`config.mk`:
```
export PLATFORM = sky130hd
export DESIGN_NAME = frame_mapper
export DESIGN_NICKNAME = d
export VERILOG_FILES = /design/src/rtl/frame_mapper.sv
export SDC_FILE = /design/constraint.sdc
export NUM_CORES = 1
export LEC_CHECK = 0
export ABC_AREA = 1
export BUFFER_PORTS_ARGS = -buffer_cell sky130_fd_sc_hd__buf_2
export CAP_MARGIN = 20
export CORE_MARGIN = 4
export CORE_UTILIZATION = 40
export CTS_BUF_LIST = sky130_fd_sc_hd__clkbuf_4
export DETAILED_ROUTE_END_ITERATION = 12
export SETUP_SLACK_MARGIN = 0.15
export SYNTH_ARGS = -nofsm -noshare
export SYNTH_HDL_FRONTEND = slang
export SYNTH_SLANG_ARGS = --single-unit
```
`constraint.sdc`:
```
create_clock -name i_clk -period 2.5 [get_ports i_clk]
set_input_delay 0.25 -clock i_clk [delete_from_list [all_inputs] [get_ports i_clk]]
set_output_delay 0.25 -clock i_clk [all_outputs]
set_load 0.05 [all_outputs]
```
`src/rtl/frame_mapper.sv`:
```
`default_nettype none
// ============================================================================
// Module      : frame_mapper
// Description : Sender-side framing stage. Builds a continuous 4-row x COLS
//               byte frame. Row 0 begins with a FAS overhead pattern. All
//               other slots carry upstream payload taken over a valid/ready
//               handshake, or a filler byte when upstream has nothing ready.
//               Outputs are registered, so each slot appears one cycle after
//               it is generated.
// Revision    : 1.0 - initial release
// ============================================================================
module frame_mapper #(
    parameter int          COLS    = 1024,
    parameter int          FAS_LEN = 6,
    parameter logic [7:0]  FAS_A   = 8'hF6,
    parameter logic [7:0]  FAS_B   = 8'h28,
    parameter logic [7:0]  FILL    = 8'h55
) (
    input  logic        i_clk,
    input  logic        i_rst,              // asynchronous, active-low
    input  logic        i_frame_en,
    input  logic [7:0]  i_pyld_data,
    input  logic        i_pyld_valid,
    output logic        o_pyld_ready,
    output logic [1:0]  o_row_cnt,
    output logic [10:0] o_col_cnt,
    output logic [7:0]  o_pyld_data,
    output logic        o_pyld_data_valid,
    output logic        o_frame_data_fas,
    output logic [15:0] o_underrun_cnt
);

    localparam logic [0:0]  c_st_idle  = 1'b0;
    localparam logic [0:0]  c_st_run   = 1'b1;
    localparam logic [10:0] c_last_col = 11'(COLS - 1);
    localparam logic [10:0] c_fas_len  = 11'(FAS_LEN);
    localparam logic [10:0] c_fas_half = 11'(FAS_LEN / 2);
    localparam logic [15:0] c_und_max  = 16'hFFFF;

    logic [0:0]  r_state;
    logic [1:0]  r_row;
    logic [10:0] r_col;
    logic [1:0]  r_out_row;
    logic [10:0] r_out_col;
    logic [7:0]  r_out_data;
    logic        r_out_valid;
    logic        r_out_fas;
    logic [15:0] r_und_cnt;

    logic        w_fas_slot;
    logic        w_last_slot;
    logic        w_ready;

    // Classify the slot being generated this cycle and derive the handshake
    always_comb begin
        w_fas_slot  = (r_row == 2'd0) && (r_col < c_fas_len);
        w_last_slot = (r_row == 2'd3) && (r_col == c_last_col);
        w_ready     = (r_state == c_st_run) && !w_fas_slot;
    end

    // Slot sequencer, payload/filler/FAS selection and the output register
    always_ff @(posedge i_clk or negedge i_rst) begin
        if (!i_rst) begin
            r_state     <= c_st_idle;
            r_row       <= 2'd0;
            r_col       <= 11'd0;
            r_out_row   <= 2'd0;
            r_out_col   <= 11'd0;
            r_out_data  <= 8'd0;
            r_out_valid <= 1'b0;
            r_out_fas   <= 1'b0;
            r_und_cnt   <= 16'd0;
        end else if (r_state == c_st_idle) begin
            // Row/col outputs keep their last values while idle
            r_row       <= 2'd0;
            r_col       <= 11'd0;
            r_out_data  <= 8'd0;
            r_out_valid <= 1'b0;
            r_out_fas   <= 1'b0;
            if (i_frame_en) begin
                r_state <= c_st_run;
            end
        end else begin
            r_out_row   <= r_row;
            r_out_col   <= r_col;
            r_out_valid <= 1'b1;
            if (w_fas_slot) begin
                r_out_fas  <= 1'b1;
                r_out_data <= (r_col < c_fas_half) ? FAS_A : FAS_B;
            end else if (i_pyld_valid) begin
                r_out_fas  <= 1'b0;
                r_out_data <= i_pyld_data;
            end else begin
                r_out_fas  <= 1'b0;
                r_out_data <= FILL;
                if (r_und_cnt != c_und_max) begin
                    r_und_cnt <= r_und_cnt + 16'd1;
                end
            end
            // Row counter wraps 3 -> 0 naturally at the frame boundary
            if (r_col == c_last_col) begin
                r_col <= 11'd0;
                r_row <= r_row + 2'd1;
            end else begin
                r_col <= r_col + 11'd1;
            end
            // Stopping is only honoured on the last slot, so frames are never cut short
            if (w_last_slot && !i_frame_en) begin
                r_state <= c_st_idle;
            end
        end
    end

    assign o_pyld_ready      = w_ready;
    assign o_row_cnt         = r_out_row;
    assign o_col_cnt         = r_out_col;
    assign o_pyld_data       = r_out_data;
    assign o_pyld_data_valid = r_out_valid;
    assign o_frame_data_fas  = r_out_fas;
    assign o_underrun_cnt    = r_und_cnt;

endmodule
`default_nettype wire

```
==> flow_summary_export.csv <==
group,metric,value,unit
timing,finalSetupTns,0,ns
placed_design,numPortBuffers,51,
drt,vias_per_cell,4.82,
drt,vias,2208,
floorplan,start_util,42.3,%
drt,drt_first_pass_iters,4,
min_path,holdPathStages,2,
setup_path,crit_type,"flop to output pin",
timing,tightest_slew,0.623,ns
yosys,async_reset_ff_share,100,%
setup_path,cp_cell_sequence,"inv_1 > ha_1 > nand2_2 > nor2_4 > a21oi_1 > buf_2",
flow_run,maxCapViolCount,0,
timing,fmax,0.482,GHz
timing,report.final.setup_viol,0,
timing,clock-skew-final,0.0143,ns
final_layout,multi_input_area,0.00122,mm2
timing,period_share,82.9,%
final_layout,insertedDiodeCount,0,
clock_network,clock_sinks,53,
global_routing,grt_pass1_wl,10.5,mm
yosys,synth_edf_count,0,
min_path,hold_end,"o_pyld_data[0]",
clock_network,cts_root_buf,"clkbuf_4",
clock_network,htree_num_levels,2,
yosys,synth-seq-cells,53,
global_routing,grt_pass1_vias,2289,
drt,first_iter_violations,108,
placed_design,dp_hpwl,4.43,mm
global_routing,grt_max_degree,30,
yosys,syn_area,0.00275,mm2
drt,ant_nets,0,
yosys,ys_types,26,
final_layout,drive_above_1_share,22.8,%
setup_path,arrival,1.82,ns
yosys,synth_fp_nets,342,
yosys,syn_inst,326,
floorplan,core_area,0.00649,mm2
final_layout,mostFrequentLayoutCell,"nand2_1",
global_routing,antenna_found_initial,0,
min_path,min_from,"i_pyld_data[0]",
placed_design,dp_worst_setup_slack,0.812,ns
power,power_density,447,mW/mm2
power,p_leak,1.83,nW
yosys,ys_seq_area_share,48.3,%
clock_network,clk_latency,0.37,ns
timing,fin_crit,2.07,ns
placed_design,gp_congestion,0.837,
min_path,hold_path.class,"primary input to flop",
global_routing,grt.total_usage,15.6,%
yosys,yosysWarnings,0,
drt,routed_wl,5.99,mm
drt,wl_per_cell,13.1,um
final_layout,seq_area,0.00133,mm2
setup_path,critPathLaunchType,"flop",
yosys,yosys_most_used_dff,"dfrtp_1",
floorplan,die_h,90.8,um
clock_network,cts_tree,"done",
clock_network,cts_inserted_buffers,5,
floorplan,io_pins,52,
final_layout,nFillCells,644,
setup_path,r2r_end,"o_underrun_cnt[1]",
timing,rsz0062_at_grt,"no",
clock_network,clk_pin_slew,0.15,ns
setup_path,r2r_slack,0.80,ns
timing,hold_viol_final,0,
setup_path,endpoint_kind,"output pin",
outcome,status,"finished clean",
timing,relSlewSlack,58.5,%
final_layout,areaGrowthSynthToFinish,14.9,%
final_layout,final_cell_mix,"nand2_1 (85), dfrtp_1 (53), buf_2 (51), nor2_1 (38), inv_1 (37)",
setup_path,crit_slowest_cell,"dfrtp_1",
timing,post-route-worst-setup-slack,0.427,ns
yosys,avgSynthCellArea,8.42,um2
global_routing,grt_overflow,0,
floorplan,dieArea,0.00825,mm2
timing,maxSlewViolCount,0,
clock_network,clk_path_buf_depth,2,
setup_path,crit_fanout,3,
floorplan,row_count,29,
final_layout,fin_nets,397,
setup_path,ff2ff_path_depth,9,
setup_path,r2r_start,"r_row[0]",
power,peakVddDrop,0.243,mV
setup_path,cpPeakStageDelay,0.40,ns
floorplan,die_w,90.8,um
clock_network,cts-resized-gates,0,
setup_path,cp.required,2.25,ns
drt,drc,0,
==> report_power, final <==
group / internal (mW) / switching (mW) / leakage (nW)
sequential: 0.864 / 0.00150 / 0.603
clock: 0.204 / 0.265 / 0.0410
combinational: 0.0183 / 0.0578 / 1.18
total: 1.09 / 0.324 / 1.83
==> how the worst max path moves through the flow <==
stage | from | end | slack [ns]
after floorplan | r_row[0] | o_pyld_data[3] | 0.62
final | r_row[0] | o_pyld_ready | 0.43
after detailed placement | r_row[0] | o_pyld_ready | 0.81
after global routing | r_state | o_pyld_ready | 0.31
after CTS | r_row[0] | o_pyld_ready | 0.36
after global placement | r_row[0] | o_pyld_ready | 0.82
==> metrics by stage <==
step	instance area (um2)	cells	power, mW	hold slack (ns)	util, %
finish	3150	458	1.41	0.0821	48.5
global placement	3070	450	0.958	0.304	47.3
CTS	3150	458	1.44	0.0477	48.5
detailed placement	3070	450	0.959	0.317	47.3
global route	3150	458	1.48	0.0557	48.5
floorplan	2750	326	0.919	-0.0456	-
==> worst max-delay path, delay by kind of cell (launching register included) <==
kind | cells | cell delay (ns)
buf+inv | 2 | 0.40
fa+ha+maj | 1 | 0.21
flops | 1 | 0.40
compound gates | 1 | 0.29
simple gates | 2 | 0.16
==> cells by family (layout without fill, tap and decap cells) <==
logic type      count (synthesis)  after routing  synth area share [%]
flops                          53             53                  48.3
fa+ha+maj                       4              4                  1.82
compound gates                 37             37                  8.30
xor+xnor                       14             14                  4.47
simple gates                  172            172                  30.0
buf+inv                        46            101                  7.11
==> timing repair <==
| action | CTS | global route |
|---|---|---|
| hold buffers | 1 | 0 |
| endpoints found under the hold margin | 25 | 0 |
| setup buffers | 0 | 0 |
==> metal layers <==
metal,vias to the layer above,GRT usage [%],wire (um)
li1,1131,-,-
met2,44,26.7,2930
met3,6,3.42,258
met4,0,4.65,71
met5,-,0,0
met1,1027,19.7,2740
==> synthesized netlist by cell type, drive strengths merged (5+ instances only) <==
| cell | n | area, um2 |
|---|---|---|
| dfrtp | 53 | 1330 |
| nand4 | 5 | 31.3 |
| o21bai | 16 | 120 |
| nand3 | 15 | 105 |
| nor3 | 7 | 35.0 |
| a21oi | 5 | 25.0 |
| nand2 | 99 | 420 |
| inv | 39 | 146 |
| nor2 | 45 | 224 |
| xor2 | 14 | 123 |
| o21ai | 15 | 75.1 |
==> state kept, by name, summed over array words and instances, names as in the netlist <==
signal and count:
o_pyld_data_valid 1, o_row_cnt 2, r_col 11, o_pyld_data 8, o_underrun_cnt 16, r_row 2
r_state 1, o_frame_data_fas 1, o_col_cnt 11
==> final cells by class <==
cell class / count / share of cell area (%)
clock buffer: 5 / 1.19
clock inverter: 2 / 1.11
inverter: 39 / 4.64
multi-input combinational: 227 / 38.8
sequential: 53 / 42.1
tap: 77 / 3.06
timing repair buffer: 55 / 9.13
(Power assumes the default switching activity.)
